## src/rtl/uart_byte_rx_pkg.sv

```systemverilog
// uart_byte_rx_pkg
//   Shared definitions for the UART byte receiver: FSM state encoding,
//   oversample ratio, divisor width and the Baud_Set -> divisor table.
package uart_byte_rx_pkg;

  typedef enum logic [1:0] {
    ST_IDLE  = 2'd0,
    ST_START = 2'd1,
    ST_DATA  = 2'd2,
    ST_STOP  = 2'd3
  } rx_state_e;

  localparam int OVERSAMPLE = 16;
  localparam int TICK_W     = $clog2(OVERSAMPLE);
  localparam int DIV_W      = 16;

  // Baud_Set decode; 5..7 fall back to 9600.
  function automatic int unsigned baud_rate(input logic [2:0] sel);
    case (sel)
      3'd1:    return 19200;
      3'd2:    return 38400;
      3'd3:    return 57600;
      3'd4:    return 115200;
      default: return 9600;
    endcase
  endfunction

  // Divisor = round(clk / (16 * baud)) - 1. At 50 MHz this gives the
  // table 325 / 162 / 80 / 53 / 26 for Baud_Set 0..4.
  function automatic logic [DIV_W-1:0] baud_div(input int unsigned clk_freq,
                                                input logic [2:0]  sel);
    int unsigned ovs;
    ovs = OVERSAMPLE * baud_rate(sel);
    return DIV_W'((clk_freq + ovs / 2) / ovs - 1);
  endfunction

endpackage

```

## src/rtl/uart_byte_rx_bps_gen.sv

```systemverilog
// rx_bps_gen
//   16x oversample tick generator. Counter is held at 0 while en is low,
//   so the first tick lands div+1 clocks after en rises.
//   clk, rst_n : clock, async active-low reset
//   div        : ticks-minus-1 divisor (latched by the parent)
//   en         : run enable
//   tick       : one-clock pulse every div+1 clocks while enabled
module rx_bps_gen
  import uart_byte_rx_pkg::*;
(
  input  logic             clk,
  input  logic             rst_n,
  input  logic [DIV_W-1:0] div,
  input  logic             en,
  output logic             tick
);

  logic [DIV_W-1:0] cnt_q, cnt_d;

  always_comb begin
    cnt_d = cnt_q;
    if (!en || cnt_q == div) cnt_d = '0;
    else                     cnt_d = cnt_q + 1'b1;
  end

  assign tick = en && (cnt_q == div);

  always_ff @(posedge clk or negedge rst_n) begin
    if (!rst_n) cnt_q <= '0;
    else        cnt_q <= cnt_d;
  end

endmodule

```

## src/rtl/uart_byte_rx.sv

```systemverilog
// uart_byte_rx
//   8N1 UART receiver with 16x oversampling and 2-of-3 majority per bit.
//   Clk        : system clock
//   Rst_n      : async active-low reset
//   Baud_Set   : baud select, latched on start-edge detection
//   Rs232_Rx   : serial line (async, idle high)
//   Data_Byte  : last correctly received byte
//   Rx_Done    : one-clock pulse on Data_Byte update
//   Frame_Err  : one-clock pulse when the stop bit samples low
//   Rx_Busy    : high whenever the FSM is not IDLE
module uart_byte_rx
  import uart_byte_rx_pkg::*;
#(
  parameter int unsigned CLK_FREQ = 50_000_000
) (
  input  logic       Clk,
  input  logic       Rst_n,
  input  logic [2:0] Baud_Set,
  input  logic       Rs232_Rx,
  output logic [7:0] Data_Byte,
  output logic       Rx_Done,
  output logic       Frame_Err,
  output logic       Rx_Busy
);

  localparam logic [DIV_W-1:0] DIV_0 = baud_div(CLK_FREQ, 3'd0);
  localparam logic [DIV_W-1:0] DIV_1 = baud_div(CLK_FREQ, 3'd1);
  localparam logic [DIV_W-1:0] DIV_2 = baud_div(CLK_FREQ, 3'd2);
  localparam logic [DIV_W-1:0] DIV_3 = baud_div(CLK_FREQ, 3'd3);
  localparam logic [DIV_W-1:0] DIV_4 = baud_div(CLK_FREQ, 3'd4);

  rx_state_e         state_q, state_d;
  logic              rx_s1_q, rx_s1_d, rx_s2_q, rx_s2_d, rx_prev_q, rx_prev_d;
  logic [1:0]        fill_q, fill_d;
  logic              line_ok_q, line_ok_d;
  logic [DIV_W-1:0]  div_q, div_d;
  logic [TICK_W-1:0] tick_cnt_q, tick_cnt_d;
  logic [2:0]        bit_cnt_q, bit_cnt_d;
  logic [1:0]        smp_q, smp_d;
  logic [7:0]        shift_q, shift_d;
  logic [7:0]        data_byte_q, data_byte_d;
  logic              rx_done_q, rx_done_d, frame_err_q, frame_err_d;

  logic              tick, maj, start_edge;
  logic [DIV_W-1:0]  div_sel;

  rx_bps_gen u_bps (
    .clk   (Clk),
    .rst_n (Rst_n),
    .div   (div_q),
    .en    (state_q != ST_IDLE),
    .tick  (tick)
  );

  always_comb begin
    case (Baud_Set)
      3'd1:    div_sel = DIV_1;
      3'd2:    div_sel = DIV_2;
      3'd3:    div_sel = DIV_3;
      3'd4:    div_sel = DIV_4;
      default: div_sel = DIV_0;
    endcase
  end

  // Majority of ticks 7, 8 and the live tick-9 sample.
  assign maj = (smp_q[0] & smp_q[1]) | (rx_s2_q & (smp_q[0] | smp_q[1]));

  // Start only after the line has genuinely been seen high: fill_q marks
  // that rx_s2_q now reflects the line rather than its reset value, and
  // line_ok_q is dropped by a frame error until the line recovers.
  assign start_edge = line_ok_q && rx_prev_q && !rx_s2_q;

  always_comb begin
    state_d     = state_q;
    rx_s1_d     = Rs232_Rx;
    rx_s2_d     = rx_s1_q;
    rx_prev_d   = rx_s2_q;
    fill_d      = {fill_q[0], 1'b1};
    line_ok_d   = line_ok_q;
    div_d       = div_q;
    tick_cnt_d  = tick_cnt_q;
    bit_cnt_d   = bit_cnt_q;
    smp_d       = smp_q;
    shift_d     = shift_q;
    data_byte_d = data_byte_q;
    rx_done_d   = 1'b0;
    frame_err_d = 1'b0;

    if (state_q == ST_IDLE && fill_q == 2'b11 && rx_s2_q) line_ok_d = 1'b1;

    if (state_q == ST_IDLE) begin
      if (start_edge) begin
        state_d    = ST_START;
        div_d      = div_sel;
        tick_cnt_d = '0;
        bit_cnt_d  = '0;
      end
    end else if (tick) begin
      tick_cnt_d = tick_cnt_q + 1'b1;
      if (tick_cnt_q == TICK_W'(7)) smp_d[0] = rx_s2_q;
      if (tick_cnt_q == TICK_W'(8)) smp_d[1] = rx_s2_q;
      if (tick_cnt_q == TICK_W'(9)) begin
        case (state_q)
          ST_START: if (maj) begin
            state_d    = ST_IDLE;
            tick_cnt_d = '0;
          end
          ST_DATA:  shift_d = {maj, shift_q[7:1]};
          ST_STOP: begin
            state_d    = ST_IDLE;
            tick_cnt_d = '0;
            bit_cnt_d  = '0;
            if (maj) begin
              data_byte_d = shift_q;
              rx_done_d   = 1'b1;
            end else begin
              frame_err_d = 1'b1;
              line_ok_d   = 1'b0;
            end
          end
          default: ;
        endcase
      end
      if (tick_cnt_q == TICK_W'(OVERSAMPLE - 1)) begin
        case (state_q)
          ST_START: begin
            state_d   = ST_DATA;
            bit_cnt_d = '0;
          end
          ST_DATA: begin
            if (bit_cnt_q == 3'd7) state_d = ST_STOP;
            else                   bit_cnt_d = bit_cnt_q + 1'b1;
          end
          default: ;
        endcase
      end
    end
  end

  always_ff @(posedge Clk or negedge Rst_n) begin
    if (!Rst_n) begin
      state_q     <= ST_IDLE;
      rx_s1_q     <= 1'b1;
      rx_s2_q     <= 1'b1;
      rx_prev_q   <= 1'b1;
      fill_q      <= '0;
      line_ok_q   <= 1'b0;
      div_q       <= '0;
      tick_cnt_q  <= '0;
      bit_cnt_q   <= '0;
      smp_q       <= '0;
      shift_q     <= '0;
      data_byte_q <= '0;
      rx_done_q   <= 1'b0;
      frame_err_q <= 1'b0;
    end else begin
      state_q     <= state_d;
      rx_s1_q     <= rx_s1_d;
      rx_s2_q     <= rx_s2_d;
      rx_prev_q   <= rx_prev_d;
      fill_q      <= fill_d;
      line_ok_q   <= line_ok_d;
      div_q       <= div_d;
      tick_cnt_q  <= tick_cnt_d;
      bit_cnt_q   <= bit_cnt_d;
      smp_q       <= smp_d;
      shift_q     <= shift_d;
      data_byte_q <= data_byte_d;
      rx_done_q   <= rx_done_d;
      frame_err_q <= frame_err_d;
    end
  end

  assign Data_Byte = data_byte_q;
  assign Rx_Done   = rx_done_q;
  assign Frame_Err = frame_err_q;
  assign Rx_Busy   = (state_q != ST_IDLE);

endmodule

```

## config.mk

```make
export PLATFORM = sky130hd
export DESIGN_NAME = uart_byte_rx
export DESIGN_NICKNAME = d
export VERILOG_FILES = /design/src/rtl/uart_byte_rx_pkg.sv /design/src/rtl/uart_byte_rx_bps_gen.sv /design/src/rtl/uart_byte_rx.sv
export SDC_FILE = /design/constraint.sdc
export NUM_CORES = 1
export LEC_CHECK = 0
export CAP_MARGIN = 20
export CORE_MARGIN = 4
export CORE_UTILIZATION = 36
export DETAILED_ROUTE_END_ITERATION = 6
export PLACE_DENSITY = 0.49
export SLEW_MARGIN = 5
export SYNTH_ARGS = -nofsm -noshare
export SYNTH_HDL_FRONTEND = slang
export SYNTH_SLANG_ARGS = --single-unit
```

## constraint.sdc

```tcl
create_clock -name Clk -period 2.55 [get_ports Clk]
set_clock_uncertainty 0.2 [all_clocks]
set_input_delay 0.765 -clock Clk [delete_from_list [all_inputs] [get_ports Clk]]
set_output_delay 0.765 -clock Clk [all_outputs]
set_load 0.05 [all_outputs]
```

==> metrics.csv, run 1 <==
metric,value,unit
grt_pass1_vias,1917,
dp_hpwl,3.75,mm
status,"complete, no violations",
arrival,1.50,ns
min_to,rx_prev_d$_DFF_PN1_,
critPathMaxFanout,2,
postCtsSetupBuffers,0,
final_common_cell,dfrtp_1,
post-route-min-period,2.46,ns
slowest_stage,clkdlybuf4s50_1,
post-place-cells,363,
multi_input_area,1320,um^2
cts_buffer_depth,2,
coreArea,7730,um^2
max-vdd-ir-drop,364,uV
clk_pin_slew,0.07,ns
drc,0,
start_util,0.369,
yosys_warnings,0,
io_buffers,16,
critPathRequiredTime,1.59,ns
reg2reg_to,Data_Byte[0]$_DFFE_PN0P_,
fmax,406,MHz
synth_edf_count,0,
cts_root_buffer,clkbuf_8,
avgSynthCellArea,11.9,um^2
vias,1856,
critical_path.endpoint_type,primary output,
grt_usage,0.124,
crit_type,reg2out,
setup_tns,0,ns
netlist_instances,239,
timing.rr.start,u_bps.cnt_q[2]$_DFF_PN0_,
clk_latency,0.34,ns
finalMaxSlewViolations,0,
dieWidth,97.0,um
max_stage_delay,0.80,ns
crit_buf_inv,1,
n_fill_cell,745,
cts-hold-fix-buffers,0,
area_growth,19.8,%
num_io_pins,17,
path_cells,clkdlybuf4s50_1,
grt.busiest_layer,met2,
cellLeakagePower,1.58,nW
wl_per_cell,14.0,um
rrSetupSlack,0.25,ns
whs_path_depth,0,
ys.flop_type,dfrtp_1,
use_met1,0.159,
grt_max_degree,26,
finalCritPeriodShare,0.966,
yosysUniqueCellTypes,48,
pre_cts_slack,0.223,ns
grt_use_met2,0.187,
vias_per_cell,4.90,
h-tree-depth,3,
grt_util_met3,0.0411,
synth_nets,256,
ys_ff_latch,59,
setup_slack,0.0866,ns
register_area,1480,um^2
path_delay_family,buffers and inverters,
cts-resized-gates,1,
powerDensity,798,nW/um^2
finalSetupViolations,0,
yosysSeqAreaShare,0.519,
cts_sinks,59,
dieArea,9410,um^2
stdcell_count,379,
insertedDiodeCount,0,
final_area,3410,um^2
initialDrtViolationCount,67,
gp_congestion,0.795,
routed_wl,5.32,mm
placement.cell_area,3200,um^2
grt_antenna_before_repair,0,
synth_area,2850,um^2
ant_nets,0,
drive_gt1_frac,0.217,
final-hold-violation-count,0,
numCtsBuffers,9,
final_cell_mix,"56 x dfrtp_1, 17 x nor2_1, 17 x nand2_1, 14 x clkdlybuf4s50_1",
hold_ws,0.157,ns
hp-class,reg2reg,
dr.pass1.iters,4,
rsz0062_at_grt,false,
min-delay-start,rx_s1_q$_DFF_PN1_,
reg2reg_depth,6,
grt_pass1_wl,9.25,mm
worstSetupStartpointType,flip-flop,
overflow,0,
synth-async-reset-ratio,1.00,
cts_tree,yes,
cap_violations,0,
nets,289,
die_y,97.0,um
rows,32,
==> cell families (layout without fill, tap and decap cells) <==
family | count (synthesis) | after routing | share of synthesized area
xor+xnor | 21 | 21 | 0.0645
mux | 20 | 20 | 0.0891
fa+ha+maj | 12 | 12 | 0.0518
simple gates | 75 | 75 | 0.155
compound gates | 36 | 36 | 0.0957
buf+inv | 15 | 53 | 0.0228
other cells | 1 | 1 | 0.00132
flops | 59 | 59 | 0.519
==> worst max path at each step <==
stage | startpoint | endpoint | slack (ns) | cells past startpoint
after floorplan | state_q[0]$_DFFE_PN0P_ | Rx_Busy | 0.18 | 4
after global placement | u_bps.cnt_q[13]$_DFF_PN0_ | Data_Byte[7]$_DFFE_PN0P_ | 0.25 | 6
after detailed placement | u_bps.cnt_q[13]$_DFF_PN0_ | shift_q[4]$_DFFE_PN0P_ | 0.22 | 6
after CTS | Data_Byte[6]$_DFFE_PN0P_ | Data_Byte[6] | 0.05 | 1
after global routing | Data_Byte[6]$_DFFE_PN0P_ | Data_Byte[6] | 0.008 | 1
final | Data_Byte[6]$_DFFE_PN0P_ | Data_Byte[6] | 0.09 | 1
==> cell usage after synthesis, drive strengths merged (3+ instances only) <==
master  instances  area, um^2
nor2           17        63.8
o21ai          11        55.1
ha             11         138
a22o            4        35.0
nand2          17        63.8
nand3          10        55.1
and4            3        26.3
mux2           19         244
nand4           7        43.8
o31ai           3        22.5
dfrtp          56        1400
a21oi           6        30.0
xnor2          11        96.3
nor3            3        20.0
xor2           10        87.6
inv            10        37.5
or3             3        18.8
dfstp           3        78.8
clkbuf          3        11.3
and3            4        25.0
==> report_power, final <==
part / switching, mW / internal, mW
registers: 0.122 / 1.07
clock network: 0.390 / 0.475
logic: 0.382 / 0.284
total: 0.894 / 1.83
==> metrics by stage <==
step | utilization | total power, mW
2_1_floorplan | - | 1.65
3_3_place_gp | 0.414 | 1.87
3_5_place_dp | 0.414 | 1.87
4_1_cts | 0.440 | 2.76
5_1_grt | 0.442 | 2.91
6_report | 0.442 | 2.72
==> state kept, by name, indices dropped and copies added, names as in the netlist <==
| register | cells |
|---|---|
| u_bps.cnt_q | 16 |
| Data_Byte | 8 |
| div_q | 8 |
| shift_q | 8 |
| tick_cnt_q | 4 |
| bit_cnt_q | 3 |
| fill_q | 2 |
| smp_q | 2 |
| state_q | 2 |
| Frame_Err | 1 |
| Rx_Done | 1 |
| line_ok_q | 1 |
| rx_prev_d | 1 |
| rx_prev_q | 1 |
| rx_s1_q | 1 |
==> metal layers <==
layer  wire (um)  vias up  part of all wire
met5           0        -                 0
met4          90        0             0.017
met3         201        8             0.038
met2        2380       29              0.45
met1        2650      908              0.50
li1            -      911                 -
==> final cells by class <==
type,count,share of cell area
multi-input cells,165,0.386
clock inverters,6,0.0191
flip-flops and latches,59,0.434
repair buffers,27,0.0726
well taps,102,0.0374
clock buffers,10,0.0403
inverters,10,0.0110
(Power assumes the default switching activity.)
==> run 2: changes to the inputs <==
--- a/config.mk
+++ b/config.mk
@@ -10,6 +10,7 @@
 export CORE_UTILIZATION = 36
 export DETAILED_ROUTE_END_ITERATION = 6
 export PLACE_DENSITY = 0.49
+export SETUP_SLACK_MARGIN = 0.4
 export SLEW_MARGIN = 5
 export SYNTH_ARGS = -nofsm -noshare
 export SYNTH_HDL_FRONTEND = slang
==> metrics.csv, run 2 (synthesis gave the netlist of run 1 again) <==
metric,value,unit,change
slowest_stage,dfrtp_2,,
vias_per_cell,4.87,,-0.54%
h-tree-depth,3,,unchanged
insertedDiodeCount,0,,unchanged
vias,1919,,+3.4%
setup_slack,0.346,ns,+0.259 ns
placement.cell_area,3190,um^2,-0.20%
arrival,2.22,ns,+0.72 ns
cts_buffer_depth,2,,unchanged
io_buffers,16,,unchanged
initialDrtViolationCount,46,,-31%
largest_reg_flops,16,,unchanged
powerDensity,815,nW/um^2,+2.2%
clk_pin_slew,0.07,ns,about the same
register_area,1490,um^2,+0.34%
fmax,454,MHz,+12%
cap_violations,0,,unchanged
finalCritPeriodShare,0.864,,-0.102
final_area,3630,um^2,+6.4%
finalPower,2.96,mW,+8.7%
n_fill_cell,728,,-2.3%
clk_latency,0.33,ns,about the same
dp_hpwl,3.76,mm,+0.22%
finalMaxSlewViolations,0,,unchanged
numCtsBuffers,9,,unchanged
max_stage_delay,0.44,ns,-0.36 ns
path_cells,xnor2_2 -> nand4_1 -> buf_4 -> nor4_4 -> buf_4 -> and4b_1 -> mux2_4,,
num_io_pins,17,,unchanged
routed_wl,5.42,mm,+1.9%
rsz0062_at_grt,true,,
nets,304,,+5.2%
grt_max_degree,24,,-7.7%
rows,32,,unchanged
crit_type,reg2reg,,
overflow,0,,unchanged
finalSetupViolations,0,,unchanged
post-route-min-period,2.20,ns,-0.259 ns
stdcell_count,394,,+4.0%
critical_path.endpoint_type,flip-flop,,
post-place-cells,360,,-0.83%
worstSetupStartpointType,flip-flop,,
ant_nets,0,,unchanged
max-vdd-ir-drop,358,uV,-1.6%
drive_gt1_frac,0.325,,+0.109
final_common_cell,dfrtp_1,,
dr.pass1.iters,4,,unchanged
drc,0,,unchanged
critPathMaxFanout,5,,+3
grt_usage,0.124,,about the same
status,"complete, no violations",,
critPathMostFrequentCell,buf_4,,
multi_input_area,1360,um^2,+2.8%
grt_pass1_vias,1933,,+0.83%
dieArea,9410,um^2,unchanged
final-hold-violation-count,0,,unchanged
grt_pass1_wl,9.42,mm,+1.9%
dieWidth,97.0,um,unchanged
gp_congestion,0.716,,-9.9%
setup_tns,0,ns,unchanged
coreArea,7730,um^2,unchanged
cts_sinks,59,,unchanged
wl_per_cell,13.8,um,-2.0%
cts_tree,yes,,
grt_antenna_before_repair,0,,unchanged
pre_cts_slack,0.232,ns,+0.00887 ns
area_growth,27.4,%,
start_util,0.369,,unchanged
hp-class,reg2reg,,
cellLeakagePower,1.69,nW,+6.9%
final_cell_mix,"52 x dfrtp_1, 23 x buf_4, 17 x nor2_1, 17 x nand2_1, 11 x clkbuf_8",,
die_y,97.0,um,unchanged
critPathRequiredTime,2.57,ns,+0.98 ns
top_register,u_bps.cnt_q,,
cts_root_buffer,clkbuf_8,,
## run 2: cell types whose count changed in the layout (fill, tap and decap cells not counted), sizes merged
cell,delta
buf,+15
clkdlybuf4s15,+10
clkdlybuf4s50,-10
clkbuf,+2
clkinvlp,-2
bufinv,+1
inv,-1
## run 2: metal layers
layer,global-route usage,vias to the layer above,part of all wire
li1,-,945,-
met1,0.172,931,0.48
met2,0.180,32,0.47
met3,0.0288,11,0.030
met4,0.0616,0,0.023
met5,0,-,0
## run 2: critical path: cells and delay by family, from the launching register on
kind	cells	cell delay (ns)
and+or+nand+nor	3	0.63
muxes	1	0.30
DFF	1	0.44
buffers and inverters	2	0.37
xor gates and xnor gates	1	0.15
## run 2: timing repair
item                                    4_1_cts  5_1_grt
buffers inserted                             11        7
pin swaps                                     5        7
endpoints found under the setup margin       33       26
resized for setup                            41        6
hold buffers                                  0        0
## run 2: per-stage QoR
step,hold slack (ns),util
2_1_floorplan,0.145,-
3_3_place_gp,0.147,0.413
3_5_place_dp,0.148,0.413
4_1_cts,0.157,0.461
5_1_grt,0.170,0.470
6_report,0.157,0.470
## run 2: path summary, 6_finish.rpt
check                      slack [ns]                     start                   end  cells after the start
max                              0.35  u_bps.cnt_q[3]$_DFF_PN0_  smp_q[0]$_DFFE_PN0P_                      7
min                              0.16         rx_s1_q$_DFF_PN1_   rx_prev_d$_DFF_PN1_                      0
max reg2reg                      0.35  u_bps.cnt_q[3]$_DFF_PN0_  smp_q[0]$_DFFE_PN0P_                      7
min reg2reg                      0.16         rx_s1_q$_DFF_PN1_   rx_prev_d$_DFF_PN1_                      0
max in group asynchronous        1.38                     Rst_n   rx_prev_q$_DFF_PN1_                      2
min in group asynchronous        0.19                     Rst_n     Rx_Done$_DFF_PN0_                      1
## run 2: report_power, final
part           switching [mW]  leakage (nW)  internal [mW]
combinational           0.409         0.801          0.373
clock                   0.367         0.113          0.602
sequential              0.138         0.774           1.07
total                   0.914          1.69           2.05
## run 2: layout make-up
cell class	instances	share of cell area
sequential	59	0.409
multi-input combinational	165	0.373
timing repair buffer	42	0.109
clock buffer	12	0.0427
tap	102	0.0351
clock inverter	4	0.0200
inverter	10	0.0114
==> run 3: changes to the inputs <==
--- a/config.mk
+++ b/config.mk
@@ -8,10 +8,11 @@
 export CAP_MARGIN = 20
 export CORE_MARGIN = 4
 export CORE_UTILIZATION = 36
+export CTS_BUF_LIST = sky130_fd_sc_hd__clkbuf_8
 export DETAILED_ROUTE_END_ITERATION = 6
+export GPL_ROUTABILITY_DRIVEN = 0
 export PLACE_DENSITY = 0.49
 export SETUP_SLACK_MARGIN = 0.4
-export SLEW_MARGIN = 5
 export SYNTH_ARGS = -nofsm -noshare
 export SYNTH_HDL_FRONTEND = slang
 export SYNTH_SLANG_ARGS = --single-unit
==> metrics.csv, run 3 (synthesis gave the netlist of run 1 again) <==
metric,value,unit,change
final_cell_mix,"52 x dfrtp_1, 23 x buf_4, 17 x nor2_1, 17 x nand2_1, 11 x clkbuf_8",,
dieWidth,97.0,um,unchanged
final_core_util,0.470,,unchanged
powerDensity,814,nW/um^2,-0.14%
max-vdd-ir-drop,358,uV,about the same
setup_slack,0.346,ns,+0.00000100 ns
vias_per_cell,4.87,,unchanged
hold_ws,0.157,ns,unchanged
grt_antenna_before_repair,0,,unchanged
drc,0,,unchanged
grt_pass1_wl,9.42,mm,unchanged
initialDrtViolationCount,46,,unchanged
nets,304,,unchanged
dieArea,9410,um^2,unchanged
num_io_pins,17,,unchanged
final_common_cell,dfrtp_1,,
critPathRequiredTime,2.57,ns,about the same
pre_cts_slack,0.232,ns,unchanged
final-hold-violation-count,0,,unchanged
dp_hpwl,3.76,mm,unchanged
finalSetupViolations,0,,unchanged
worstSetupStartpointType,flip-flop,,
cap_violations,0,,unchanged
grt_usage,0.124,,unchanged
top_register,u_bps.cnt_q,,
crit_type,reg2reg,,
status,"complete, no violations",,
grt_max_degree,24,,unchanged
dr.pass1.iters,4,,unchanged
overflow,0,,unchanged
finalCritPeriodShare,0.864,,about the same
final_area,3630,um^2,unchanged
wl_per_cell,13.7,um,about the same
vias,1919,,unchanged
post-place-cells,360,,unchanged
largest_reg_flops,16,,unchanged
post-route-min-period,2.20,ns,-0.00000100 ns
start_util,0.369,,unchanged
critical_path.endpoint_type,flip-flop,,
cellLeakagePower,1.69,nW,+0.25%
coreArea,7730,um^2,unchanged
cts_sinks,59,,unchanged
die_y,97.0,um,unchanged
clk_pin_slew,0.07,ns,about the same
reg2reg_depth,7,,unchanged
arrival,2.22,ns,about the same
numCtsBuffers,9,,unchanged
finalPower,2.96,mW,-0.14%
clk_latency,0.33,ns,about the same
cts_tree,yes,,
whs_path_depth,0,,unchanged
stdcell_count,394,,unchanged
critPathMaxFanout,5,,unchanged
setup_tns,0,ns,unchanged
ant_nets,0,,unchanged
rsz0062_at_grt,true,,
cts_root_buffer,clkbuf_8,,
hp-class,reg2reg,,
h-tree-depth,3,,unchanged
routed_wl,5.42,mm,about the same
rows,32,,unchanged
drive_gt1_frac,0.325,,unchanged
cts_buffer_depth,2,,unchanged
finalMaxSlewViolations,0,,unchanged
placement.cell_area,3190,um^2,unchanged
fmax,454,MHz,unchanged
io_buffers,16,,unchanged
insertedDiodeCount,0,,unchanged
area_growth,27.4,%,unchanged
grt_pass1_vias,1933,,unchanged
## run 3: repair_timing
action,in CTS,in global routing
setup buffers,11,7
hold buffers,0,0
resized for setup,41,6
endpoints found under the hold margin,0,0
setup endpoints to repair,33,26
pin swaps,5,7
## run 3: final cells by class
type | instances | area (um^2)
clock buffers | 11 | 151
clock inverters | 5 | 76.3
fillers | 728 | 4100
inverters | 10 | 41.3
multi-input cells | 165 | 1360
flip-flops and latches | 59 | 1490
well taps | 102 | 128
repair buffers | 42 | 395
## run 3: layer usage
metal  routed length (um)  part of all wire  track usage
met3                  161             0.030       0.0288
met1                 2590              0.48        0.172
met4                  126             0.023       0.0616
met2                 2540              0.47        0.180
met5                    0                 0            0
## run 3: worst max-delay path, stage by stage (launching register included)
cell     delay (ns)
dfrtp_2        0.44
xnor2_2        0.15
nand4_1        0.13
buf_4          0.17
nor4_4         0.28
buf_4          0.20
and4b_1        0.22
mux2_4         0.30
## run 3: worst paths after layout
check                                          from                   end  slack (ns)
min in group asynchronous                     Rst_n     Rx_Done$_DFF_PN0_        0.19
hold reg to reg                   rx_s1_q$_DFF_PN1_   rx_prev_d$_DFF_PN1_        0.16
setup / recovery           u_bps.cnt_q[3]$_DFF_PN0_  smp_q[0]$_DFFE_PN0P_        0.35
hold / removal                    rx_s1_q$_DFF_PN1_   rx_prev_d$_DFF_PN1_        0.16
max in group asynchronous                     Rst_n   rx_prev_q$_DFF_PN1_        1.38
setup reg to reg           u_bps.cnt_q[3]$_DFF_PN0_  smp_q[0]$_DFFE_PN0P_        0.35
## run 3: power breakdown
group	internal [mW]	leakage [nW]	switching, mW
clock network	0.598	0.117	0.366
logic	0.373	0.801	0.409
registers	1.07	0.774	0.138
